## config.mk

```make
export PLATFORM = sky130hd
export DESIGN_NAME = alu_share_arb_flat
export DESIGN_NICKNAME = d
export VERILOG_FILES = /design/src/rtl/alu_share_arb_if.sv /design/src/rtl/alu_share_arb.sv /design/src/flat_wrapper.sv
export SDC_FILE = /design/constraint.sdc
export NUM_CORES = 1
export LEC_CHECK = 0
export ABC_AREA = 1
export BUFFER_PORTS_ARGS = -buffer_cell sky130_fd_sc_hd__buf_2
export CAP_MARGIN = 30
export CELL_PAD_IN_SITES_DETAIL_PLACEMENT = 0
export CELL_PAD_IN_SITES_GLOBAL_PLACEMENT = 1
export CORE_MARGIN = 3
export CORE_UTILIZATION = 26
export CTS_CLUSTER_SIZE = 16
export DETAILED_ROUTE_END_ITERATION = 8
export PLACE_DENSITY = 0.87
export REMOVE_ABC_BUFFERS = 1
export SYNTH_ARGS = -nofsm -noshare
export SYNTH_HDL_FRONTEND = slang
export SYNTH_SLANG_ARGS = --single-unit
```

## constraint.sdc

```tcl
create_clock -name i_clk -period 2.2 [get_ports i_clk]
set_input_delay 0.22 -clock i_clk [delete_from_list [all_inputs] [get_ports i_clk]]
set_output_delay 0.22 -clock i_clk [all_outputs]
set_load 0.1 [all_outputs]
```

## src/rtl/alu_share_arb_if.sv

```systemverilog
// Bundle of the two requester handshakes, their response channels and the
// shared ALU bus. The arbiter connects through the slave modport. The
// requesters and the ALU connect through the master modport.
interface alu_share_arb_if #(
    parameter int XLEN = 32
);
    // Requester 0 (execute stage)
    logic            i_req0_valid;
    logic            o_req0_ready;
    logic [XLEN-1:0] i_req0_op1;
    logic [XLEN-1:0] i_req0_op2;
    logic [2:0]      i_req0_opsel;
    logic            i_req0_sub;
    logic            i_req0_unsigned;
    logic            i_req0_arith;
    logic            o_rsp0_valid;
    logic            i_rsp0_ready;
    logic [XLEN-1:0] o_rsp0_result;
    logic            o_rsp0_eq;
    logic            o_rsp0_lt;

    // Requester 1 (address/branch helper)
    logic            i_req1_valid;
    logic            o_req1_ready;
    logic [XLEN-1:0] i_req1_op1;
    logic [XLEN-1:0] i_req1_op2;
    logic [2:0]      i_req1_opsel;
    logic            i_req1_sub;
    logic            i_req1_unsigned;
    logic            i_req1_arith;
    logic            o_rsp1_valid;
    logic            i_rsp1_ready;
    logic [XLEN-1:0] o_rsp1_result;
    logic            o_rsp1_eq;
    logic            o_rsp1_lt;

    // Shared combinational ALU
    logic [XLEN-1:0] o_alu_op1;
    logic [XLEN-1:0] o_alu_op2;
    logic [2:0]      o_alu_opsel;
    logic            o_alu_sub;
    logic            o_alu_unsigned;
    logic            o_alu_arith;
    logic [XLEN-1:0] i_alu_result;
    logic            i_alu_eq;
    logic            i_alu_lt;

    modport slave (
        input  i_req0_valid, i_req0_op1, i_req0_op2, i_req0_opsel,
               i_req0_sub, i_req0_unsigned, i_req0_arith, i_rsp0_ready,
        input  i_req1_valid, i_req1_op1, i_req1_op2, i_req1_opsel,
               i_req1_sub, i_req1_unsigned, i_req1_arith, i_rsp1_ready,
        input  i_alu_result, i_alu_eq, i_alu_lt,
        output o_req0_ready, o_rsp0_valid, o_rsp0_result, o_rsp0_eq, o_rsp0_lt,
        output o_req1_ready, o_rsp1_valid, o_rsp1_result, o_rsp1_eq, o_rsp1_lt,
        output o_alu_op1, o_alu_op2, o_alu_opsel, o_alu_sub,
               o_alu_unsigned, o_alu_arith
    );

    modport master (
        output i_req0_valid, i_req0_op1, i_req0_op2, i_req0_opsel,
               i_req0_sub, i_req0_unsigned, i_req0_arith, i_rsp0_ready,
        output i_req1_valid, i_req1_op1, i_req1_op2, i_req1_opsel,
               i_req1_sub, i_req1_unsigned, i_req1_arith, i_rsp1_ready,
        output i_alu_result, i_alu_eq, i_alu_lt,
        input  o_req0_ready, o_rsp0_valid, o_rsp0_result, o_rsp0_eq, o_rsp0_lt,
        input  o_req1_ready, o_rsp1_valid, o_rsp1_result, o_rsp1_eq, o_rsp1_lt,
        input  o_alu_op1, o_alu_op2, o_alu_opsel, o_alu_sub,
               o_alu_unsigned, o_alu_arith
    );
endinterface

```

## src/rtl/alu_share_arb.sv

```systemverilog
// Round-robin arbiter for the single shared ALU. It has two requesters.
// Each requester has a one-entry response slot. The slot loads the ALU
// result on the edge after the grant.
module alu_share_arb #(
    parameter int XLEN  = 32,
    parameter int CNT_W = 16
) (
    input  logic              i_clk,
    input  logic              i_rst,
    alu_share_arb_if.slave    bus,
    output logic [CNT_W-1:0]  o_conflict_cnt
);
    logic [1:0]      w_req_valid;
    logic [1:0]      w_rsp_ready;
    logic [1:0]      w_full;
    logic [1:0]      w_elig;
    logic [1:0]      w_cand;
    logic [1:0]      w_grant;
    logic [1:0]      w_rsp_eq;
    logic [1:0]      w_rsp_lt;
    logic [XLEN-1:0] w_rsp_result [2];
    logic            w_conflict;
    logic            r_last_grant;
    logic [CNT_W-1:0] r_cnt;

    assign w_req_valid = {bus.i_req1_valid, bus.i_req0_valid};
    assign w_rsp_ready = {bus.i_rsp1_ready, bus.i_rsp0_ready};

    genvar gi;
    generate
        for (gi = 0; gi < 2; gi++) begin : g_slot
            logic            r_full;
            logic [XLEN-1:0] r_result;
            logic            r_eq;
            logic            r_lt;

            // A full slot still accepts when it is being drained in the same cycle
            assign w_elig[gi] = !r_full || w_rsp_ready[gi];
            assign w_cand[gi] = !i_rst && w_req_valid[gi] && w_elig[gi];
            assign w_full[gi] = r_full;
            assign w_rsp_result[gi] = r_result;
            assign w_rsp_eq[gi] = r_eq;
            assign w_rsp_lt[gi] = r_lt;

            // Response slot: fill on grant, empty on drain. Data holds after drain.
            always_ff @(posedge i_clk) begin
                if (i_rst) begin
                    r_full   <= 1'b0;
                    r_result <= '0;
                    r_eq     <= 1'b0;
                    r_lt     <= 1'b0;
                end else if (w_grant[gi]) begin
                    r_full   <= 1'b1;
                    r_result <= bus.i_alu_result;
                    r_eq     <= bus.i_alu_eq;
                    r_lt     <= bus.i_alu_lt;
                end else if (w_rsp_ready[gi]) begin
                    r_full   <= 1'b0;
                end
            end
        end
    endgenerate

    // Round-robin pick: on a tie, the requester not granted last time wins
    always_comb begin
        w_grant = w_cand;
        if (w_cand == 2'b11) begin
            w_grant = r_last_grant ? 2'b01 : 2'b10;
        end
    end

    // Both requesters want the ALU and at most one of them gets it
    assign w_conflict = (&w_req_valid) && ((w_grant != 2'b00) || (w_elig == 2'b00));

    // ALU operand/control mux. The bus is driven to zero when nothing is granted.
    always_comb begin
        bus.o_alu_op1      = '0;
        bus.o_alu_op2      = '0;
        bus.o_alu_opsel    = 3'b000;
        bus.o_alu_sub      = 1'b0;
        bus.o_alu_unsigned = 1'b0;
        bus.o_alu_arith    = 1'b0;
        if (w_grant[0]) begin
            bus.o_alu_op1      = bus.i_req0_op1;
            bus.o_alu_op2      = bus.i_req0_op2;
            bus.o_alu_opsel    = bus.i_req0_opsel;
            bus.o_alu_sub      = bus.i_req0_sub;
            bus.o_alu_unsigned = bus.i_req0_unsigned;
            bus.o_alu_arith    = bus.i_req0_arith;
        end else if (w_grant[1]) begin
            bus.o_alu_op1      = bus.i_req1_op1;
            bus.o_alu_op2      = bus.i_req1_op2;
            bus.o_alu_opsel    = bus.i_req1_opsel;
            bus.o_alu_sub      = bus.i_req1_sub;
            bus.o_alu_unsigned = bus.i_req1_unsigned;
            bus.o_alu_arith    = bus.i_req1_arith;
        end
    end

    // Fairness pointer and saturating contention counter
    always_ff @(posedge i_clk) begin
        if (i_rst) begin
            r_last_grant <= 1'b1;
            r_cnt        <= '0;
        end else begin
            if (w_grant != 2'b00) begin
                r_last_grant <= w_grant[1];
            end
            if (w_conflict && (r_cnt != {CNT_W{1'b1}})) begin
                r_cnt <= r_cnt + 1'b1;
            end
        end
    end

    assign bus.o_req0_ready  = w_grant[0];
    assign bus.o_req1_ready  = w_grant[1];
    assign bus.o_rsp0_valid  = w_full[0];
    assign bus.o_rsp1_valid  = w_full[1];
    assign bus.o_rsp0_result = w_rsp_result[0];
    assign bus.o_rsp1_result = w_rsp_result[1];
    assign bus.o_rsp0_eq     = w_rsp_eq[0];
    assign bus.o_rsp1_eq     = w_rsp_eq[1];
    assign bus.o_rsp0_lt     = w_rsp_lt[0];
    assign bus.o_rsp1_lt     = w_rsp_lt[1];
    assign o_conflict_cnt    = r_cnt;
endmodule

```

## src/flat_wrapper.sv

```systemverilog
// flat-port wrapper written by rule: the top's interface ports become plain ports
module alu_share_arb_flat 
#(
    parameter int XLEN  = 32,
    parameter int CNT_W = 16
)
  (i_clk, i_rst, o_conflict_cnt, bus_i_req0_valid, bus_i_req0_op1, bus_i_req0_op2, bus_i_req0_opsel, bus_i_req0_sub, bus_i_req0_unsigned, bus_i_req0_arith, bus_i_rsp0_ready, bus_i_req1_valid, bus_i_req1_op1, bus_i_req1_op2, bus_i_req1_opsel, bus_i_req1_sub, bus_i_req1_unsigned, bus_i_req1_arith, bus_i_rsp1_ready, bus_i_alu_result, bus_i_alu_eq, bus_i_alu_lt, bus_o_req0_ready, bus_o_rsp0_valid, bus_o_rsp0_result, bus_o_rsp0_eq, bus_o_rsp0_lt, bus_o_req1_ready, bus_o_rsp1_valid, bus_o_rsp1_result, bus_o_rsp1_eq, bus_o_rsp1_lt, bus_o_alu_op1, bus_o_alu_op2, bus_o_alu_opsel, bus_o_alu_sub, bus_o_alu_unsigned, bus_o_alu_arith);
  alu_share_arb_if #(.XLEN(XLEN)) bus_i ();
  input  logic i_clk;
  input  logic i_rst;
  output logic [CNT_W-1:0] o_conflict_cnt;
  input wire logic [$bits(bus_i.i_req0_valid)-1:0] bus_i_req0_valid;
  input wire logic [$bits(bus_i.i_req0_op1)-1:0] bus_i_req0_op1;
  input wire logic [$bits(bus_i.i_req0_op2)-1:0] bus_i_req0_op2;
  input wire logic [$bits(bus_i.i_req0_opsel)-1:0] bus_i_req0_opsel;
  input wire logic [$bits(bus_i.i_req0_sub)-1:0] bus_i_req0_sub;
  input wire logic [$bits(bus_i.i_req0_unsigned)-1:0] bus_i_req0_unsigned;
  input wire logic [$bits(bus_i.i_req0_arith)-1:0] bus_i_req0_arith;
  input wire logic [$bits(bus_i.i_rsp0_ready)-1:0] bus_i_rsp0_ready;
  input wire logic [$bits(bus_i.i_req1_valid)-1:0] bus_i_req1_valid;
  input wire logic [$bits(bus_i.i_req1_op1)-1:0] bus_i_req1_op1;
  input wire logic [$bits(bus_i.i_req1_op2)-1:0] bus_i_req1_op2;
  input wire logic [$bits(bus_i.i_req1_opsel)-1:0] bus_i_req1_opsel;
  input wire logic [$bits(bus_i.i_req1_sub)-1:0] bus_i_req1_sub;
  input wire logic [$bits(bus_i.i_req1_unsigned)-1:0] bus_i_req1_unsigned;
  input wire logic [$bits(bus_i.i_req1_arith)-1:0] bus_i_req1_arith;
  input wire logic [$bits(bus_i.i_rsp1_ready)-1:0] bus_i_rsp1_ready;
  input wire logic [$bits(bus_i.i_alu_result)-1:0] bus_i_alu_result;
  input wire logic [$bits(bus_i.i_alu_eq)-1:0] bus_i_alu_eq;
  input wire logic [$bits(bus_i.i_alu_lt)-1:0] bus_i_alu_lt;
  output wire logic [$bits(bus_i.o_req0_ready)-1:0] bus_o_req0_ready;
  output wire logic [$bits(bus_i.o_rsp0_valid)-1:0] bus_o_rsp0_valid;
  output wire logic [$bits(bus_i.o_rsp0_result)-1:0] bus_o_rsp0_result;
  output wire logic [$bits(bus_i.o_rsp0_eq)-1:0] bus_o_rsp0_eq;
  output wire logic [$bits(bus_i.o_rsp0_lt)-1:0] bus_o_rsp0_lt;
  output wire logic [$bits(bus_i.o_req1_ready)-1:0] bus_o_req1_ready;
  output wire logic [$bits(bus_i.o_rsp1_valid)-1:0] bus_o_rsp1_valid;
  output wire logic [$bits(bus_i.o_rsp1_result)-1:0] bus_o_rsp1_result;
  output wire logic [$bits(bus_i.o_rsp1_eq)-1:0] bus_o_rsp1_eq;
  output wire logic [$bits(bus_i.o_rsp1_lt)-1:0] bus_o_rsp1_lt;
  output wire logic [$bits(bus_i.o_alu_op1)-1:0] bus_o_alu_op1;
  output wire logic [$bits(bus_i.o_alu_op2)-1:0] bus_o_alu_op2;
  output wire logic [$bits(bus_i.o_alu_opsel)-1:0] bus_o_alu_opsel;
  output wire logic [$bits(bus_i.o_alu_sub)-1:0] bus_o_alu_sub;
  output wire logic [$bits(bus_i.o_alu_unsigned)-1:0] bus_o_alu_unsigned;
  output wire logic [$bits(bus_i.o_alu_arith)-1:0] bus_o_alu_arith;
  assign bus_i.i_req0_valid = bus_i_req0_valid;
  assign bus_i.i_req0_op1 = bus_i_req0_op1;
  assign bus_i.i_req0_op2 = bus_i_req0_op2;
  assign bus_i.i_req0_opsel = bus_i_req0_opsel;
  assign bus_i.i_req0_sub = bus_i_req0_sub;
  assign bus_i.i_req0_unsigned = bus_i_req0_unsigned;
  assign bus_i.i_req0_arith = bus_i_req0_arith;
  assign bus_i.i_rsp0_ready = bus_i_rsp0_ready;
  assign bus_i.i_req1_valid = bus_i_req1_valid;
  assign bus_i.i_req1_op1 = bus_i_req1_op1;
  assign bus_i.i_req1_op2 = bus_i_req1_op2;
  assign bus_i.i_req1_opsel = bus_i_req1_opsel;
  assign bus_i.i_req1_sub = bus_i_req1_sub;
  assign bus_i.i_req1_unsigned = bus_i_req1_unsigned;
  assign bus_i.i_req1_arith = bus_i_req1_arith;
  assign bus_i.i_rsp1_ready = bus_i_rsp1_ready;
  assign bus_i.i_alu_result = bus_i_alu_result;
  assign bus_i.i_alu_eq = bus_i_alu_eq;
  assign bus_i.i_alu_lt = bus_i_alu_lt;
  assign bus_o_req0_ready = bus_i.o_req0_ready;
  assign bus_o_rsp0_valid = bus_i.o_rsp0_valid;
  assign bus_o_rsp0_result = bus_i.o_rsp0_result;
  assign bus_o_rsp0_eq = bus_i.o_rsp0_eq;
  assign bus_o_rsp0_lt = bus_i.o_rsp0_lt;
  assign bus_o_req1_ready = bus_i.o_req1_ready;
  assign bus_o_rsp1_valid = bus_i.o_rsp1_valid;
  assign bus_o_rsp1_result = bus_i.o_rsp1_result;
  assign bus_o_rsp1_eq = bus_i.o_rsp1_eq;
  assign bus_o_rsp1_lt = bus_i.o_rsp1_lt;
  assign bus_o_alu_op1 = bus_i.o_alu_op1;
  assign bus_o_alu_op2 = bus_i.o_alu_op2;
  assign bus_o_alu_opsel = bus_i.o_alu_opsel;
  assign bus_o_alu_sub = bus_i.o_alu_sub;
  assign bus_o_alu_unsigned = bus_i.o_alu_unsigned;
  assign bus_o_alu_arith = bus_i.o_alu_arith;
  alu_share_arb #(.XLEN(XLEN), .CNT_W(CNT_W)) u_core (.i_clk(i_clk), .i_rst(i_rst), .bus(bus_i), .o_conflict_cnt(o_conflict_cnt));
endmodule
```

-- Yosys cells after proc, flatten, opt, wreduce, memory -nomap -nowiden
Index checks and enable logic that the tools add are counted.
- add/subtract/negate cells: 1
- reduce and logical (&&, ||, !) cells: 17
- muxes and demuxes: 18
- eq/ne operators: 2
- operators with widths (cell ; number):
    $mux 32 ; 4
    $add 16x1->16 const B ; 1
    $ne 16x16->1 const B ; 1
    $mux 1 ; 10
    $logic_and 1x1->1 ; 6
    $mux 3 ; 2
    $reduce_bool 2->1 ; 3
    $mux 2 ; 2
    $logic_not 1->1 ; 3
    $logic_or 1x1->1 ; 3
    $eq 2x2->1 const B ; 1
    $logic_not 2->1 ; 1
    $reduce_and 2->1 ; 1
- word-level logic and storage cells: 48
- bits of input ports: 180
- output and inout bits: 158
- bits in registers: 87

-- Longest topological paths before layout
- depth in word-level cells: 9
- gate-level depth with buffers: 10
- depth with buffers taken out: 9

-- Least setup slack after synthesis
OpenSTA, ideal clock, no wires.
- kind: reg2out
- from: register u_core.g_slot[0].r_full (netlist: u_core.bus.o_rsp0_valid)
- to: output bus_o_alu_op2[19]
- stages on the path, launching flop included: 8
- path buffers: 2
- slack: -0.516 ns
- arrival: 2.496 ns
- path through: dfxtp_1 nand2_1 nand3_1 nand2_4 inv_2 buf_6 buf_6 a22o_1
- word-level cells in the longest chain between the ends: 7
- ends and longest elaborated chain (what ; RTL line ; text):
    start: declaration ; alu_share_arb.sv:32 ; logic r_full;
    start signal: assignment ; alu_share_arb.sv:48 ; r_full <= 1'b0;
    start signal: assignment ; alu_share_arb.sv:53 ; r_full <= 1'b1;
    start signal: assignment ; alu_share_arb.sv:58 ; r_full <= 1'b0;
    $logic_not 1->1 * ; alu_share_arb.sv:38 ; assign w_elig[gi] = !r_full || w_rsp_ready[gi];
    $logic_or 1x1->1 * ; alu_share_arb.sv:38 ;
    $logic_and 1x1->1 * ; alu_share_arb.sv:39 ; assign w_cand[gi] = !i_rst && w_req_valid[gi] && w_elig[gi];
    $eq 2x2->1 ; alu_share_arb.sv:67 ; if (w_cand == 2'b11) begin
    $mux 2 * ; alu_share_arb.sv:67 ;
    $mux 32 ; alu_share_arb.sv:90 ; end else if (w_grant[1]) begin
    $mux 32 * ; alu_share_arb.sv:83 ; if (w_grant[0]) begin
    end: declaration ; flat_wrapper.sv:42 ; output wire logic [$bits(bus_i.o_alu_op2)-1:0] bus_o_alu_op2;
Mark *: on every way between the ends. The rest lies on a longest branch, timed or not.

-- Worst setup path in the final report
- from: register u_core.g_slot[0].r_full (netlist: u_core.bus.o_rsp0_valid)
- to: output bus_o_alu_op1[11]
- word-level cells in the longest chain between the ends: 7
- ends and longest elaborated chain (what ; RTL line ; text):
    $logic_not 1->1 * ; alu_share_arb.sv:38 ;
    $logic_or 1x1->1 * ; alu_share_arb.sv:38 ;
    $logic_and 1x1->1 * ; alu_share_arb.sv:39 ;
    $eq 2x2->1 ; alu_share_arb.sv:67 ;
    $mux 2 * ; alu_share_arb.sv:67 ;
    $mux 32 ; alu_share_arb.sv:90 ;
    $mux 32 * ; alu_share_arb.sv:83 ;
    end: declaration ; flat_wrapper.sv:41 ; output wire logic [$bits(bus_i.o_alu_op1)-1:0] bus_o_alu_op1;
Marked as above.

==> impl_results.md <==
- Fraction of final layout cells sized beyond drive strength 1: 42.7%
- Worst hold-check path type: in2reg
- Asr flop ratio synth: 0%
- Kind of critical path: reg2out
- Setup tns final: 0 ns
- Minimum setup slack after placement: 0.303 ns
- Achievable frequency: 482 MHz
- RePlAce Congestion: 0.909
- Total length of routed wires: 22400 um
- Final critical-path required period: roughly 2.1 ns
- Worst-skew pair later-pin latency: 0.34 ns
- Post-layout nets: 1084
- Worst stage delay on the critical path: 0.34 ns
- RSZ-0062 raised after global routing: no
- Combined area of all synthesized cells: 4270 um^2
- Worst reg2reg startpoint: u_core.o_conflict_cnt[1]
- Total of fill cells in the finished design: about 1600
- Power per Cell Area: 764 nW/um^2
- Post-CTS Hold Fix Bufs: 0
- Global-route wire length before repair: 32000 um
- TritonCTS clock tree: done
- Number of standard-cell rows in the floorplan: 46
- Worst reg2reg path depth: 9
- Endpoint kind of the worst setup timing path: output port
- Overflow after GRT: 0
- Maximum clock skew at final layout: 0.00608 ns
- Launch point of the worst hold path: bus_i_alu_result[21]
- Final period util: 94.3%
- Maximum VDD drop: 0.436 mV
- Result of the run: complete, no violations
- Post-synthesis area per instance: 7.44 um^2
- Most used DFF post-synth: dfxtp_1
- Global Route Usage Sum: 23.8%
- Die Area: 18000 um^2
- Number of DRC markers in iteration 0: 367
- Via density per instance: about 4.8
- Dominant cell type by count on the critical path: buf_12
- Count of inserted antenna diode cells: 0
- Number of clock buffers inserted by TritonCTS: 9
- Synth top area share: about 41%
- Final setup violation count: 0
- Post-synthesis cell type with the largest combined area: dfxtp_1
- Number of slew-limit violations in the final report: 0
- Number of enable flip-flop cells after synthesis: 0
- Area inside the core boundary: 16000 um^2
- Clock Sink Count: a little under 90
- Count of warnings emitted by yosys: 0
- Slew headroom: 63.7%
- Critical R2R Capture: u_core.o_conflict_cnt[0]
- Overall Power: 5.55 mW
- Vias after detailed routing: 5399
- Width of the die: 134 um
- CP Data Arrival Time: 1.85 ns
- Overall die height: 134 um
- Maximum number of buffers from clock root to sink: 2
- End point of the worst hold path: u_core.bus.o_rsp1_result[21]
- HPWL Detailed: 18100 um
- CTS root buffer: clkbuf_16
- Final worst-path setup slack: 0.126 ns
- Portion of the post-synthesis area used by sequential elements: 40.8%
- Critical Path Stages: 9
- Max capacitance violation total: 0
- Sequential Area: 1740 um^2
- Initial Utilization: 26.7%
- Cell leakage power: 3.65 nW
- Number of DRC violations after detailed routing: 0
- Largest cells by area after synthesis: dfxtp_1 (41%), nand2_1 (15%), a22o_1 (14%)
- Area Overhead vs Synth: 70.2%
- Crit start category: flip-flop
- CP Buf/Inv Count: 5
- Worst R2R Setup Slack: 0.45 ns
- Number of search-and-repair iterations in the first detailed-routing pass: 7
- Critical Path, Cell by Cell: nand2_1, nand2_2, inv_2, nand2_4, clkinv_8, buf_12, buf_4, a22o_1, buf_12
- Maximum number of pins on one net before global-route repair: 59
- Fin. Hold Viols: 0
- Worst EP required: 1.98 ns
- Critical-path top delay cell: dfxtp_2
- Number of antenna violations at the first check in global routing: 4
- Htree depth: 3
- Cells on Worst Hold Path: 3
- Family with the most delay on the worst path: buffers and inverters
- Final ANT Viol Nets: 0
- Detailed-route wire length per cell: about 20 um
- Maximum fanout count along the critical path: 13
- Reg clk slew, reported paths: 0.07 ns
- I/O pin cnt: about 340
- Number of instances in the synthesized netlist: 574
- Register bit total from synthesis: between 80 and 90
- Via count of the first global-routing pass: ~5000
- Transition at the pin with the smallest max-transition slack: approximately 0.55 ns
- Number of distinct library cell variants in the gate-level netlist after synthesis: 24
- Placed standard-cell area: 6820 um^2
- Area of the multi-input gates: between 2000 and 2500 um^2
- Final instance area: 7270 um^2
- Number of I/O port buffers: 337
[Yosys cell counts, types with 3 or more instances]
library cell  number
nand2_1          169
dfxtp_1           87
a22o_1            70
a21oi_1           47
nand3_1           47
inv_1             33
nor2_1            28
o21ai_0           23
buf_2             14
clkbuf_1          13
buf_6              9
nand4_1            8
buf_4              5
inv_2              3
xor2_1             3
[what timing repair did]
item / in CTS / in global routing
resized for setup: 22 / 15
cloned: 0 / 1
setup endpoints to repair: 31 / 17
setup buffers: 0 / 4
[logic make-up (layout without fill, tap and decap cells)]
kind of cell,count (synthesis),in the layout,share of synthesized area (%)
xor+xnor,5,5,1.03
compound gates,141,141,22.7
flops,87,87,40.8
fa+ha+maj,1,1,0.293
simple gates,262,262,25.8
buf+inv,78,412,9.35
[through the flow]
stage,hold slack (ns),utilization [%],std cells
floorplan,0.289,-,533
CTS,0.0720,44.8,1119
global route,0.0865,45.4,1124
finish,0.0851,45.4,1124
detailed placement,0.433,42.6,1103
global placement,0.430,42.6,1103
[worst reg2reg max path, cell delays in order, from the launching register on]
cell and delay [ns]:
dfxtp_1 0.40, ha_1 0.29, nand2_1 0.13, nor2_1 0.15
nand3_1 0.13, nor2_1 0.15, nor2_2 0.09, buf_4 0.17
nor2_1 0.09, nor2_1 0.05
[routing by layer]
layer	GRT usage (%)	routed length, um	up-vias
met5	0	13	-
met4	5.26	385	2
met3	7.84	2320	22
met2	39.8	10700	291
met1	29.9	9010	2477
li1	-	-	2607
[power breakdown]
part / switching [mW] / internal, mW / leakage (nW)
registers: 0.0439 / 1.66 / 0.711
clock network: 0.671 / 0.801 / 0.131
logic: 1.77 / 0.605 / 2.81
total: 2.49 / 3.07 / 3.65
[layout by cell type (no fill, tap or decap), types with 3 or more instances in the layout]
cell type     n
buf_2       266
o21ai_0      23
buf_6         4
nand4_1       8
buf_4        34
nand3_1      47
nand2_1     169
clkbuf_4      4
xor2_1        3
buf_12       50
clkbuf_16    10
clkinvlp_4    3
a22o_1       70
nor2_1       28
a21oi_1      47
inv_1        33
dfxtp_1      86
[how the worst max path moves through the flow]
stage / start / to / slack [ns]
6_report: u_core.bus.o_rsp0_valid / bus_o_alu_op1[11] / 0.13
5_1_grt: u_core.bus.o_rsp1_valid / bus_o_alu_op1[31] / 0.0005
4_1_cts: u_core.bus.o_rsp0_valid / bus_o_alu_op2[7] / 0.0008
3_5_place_dp: bus_i_rsp0_ready / bus_o_alu_op1[20] / 0.30
3_3_place_gp: bus_i_rsp0_ready / bus_o_alu_op1[27] / 0.32
2_1_floorplan: u_core.bus.o_rsp0_valid / bus_o_alu_arith / -1.61
[final cells by class]
cell class | instances | area share [%]
sequential | 87 | 24.0
clock inverter | 6 | 0.620
timing repair buffer | 359 | 37.0
tap | 216 | 3.72
clock buffer | 10 | 3.29
multi-input combinational | 409 | 29.3
inverter | 37 | 2.10
Note: power is estimated with default switching activity, not from simulation.
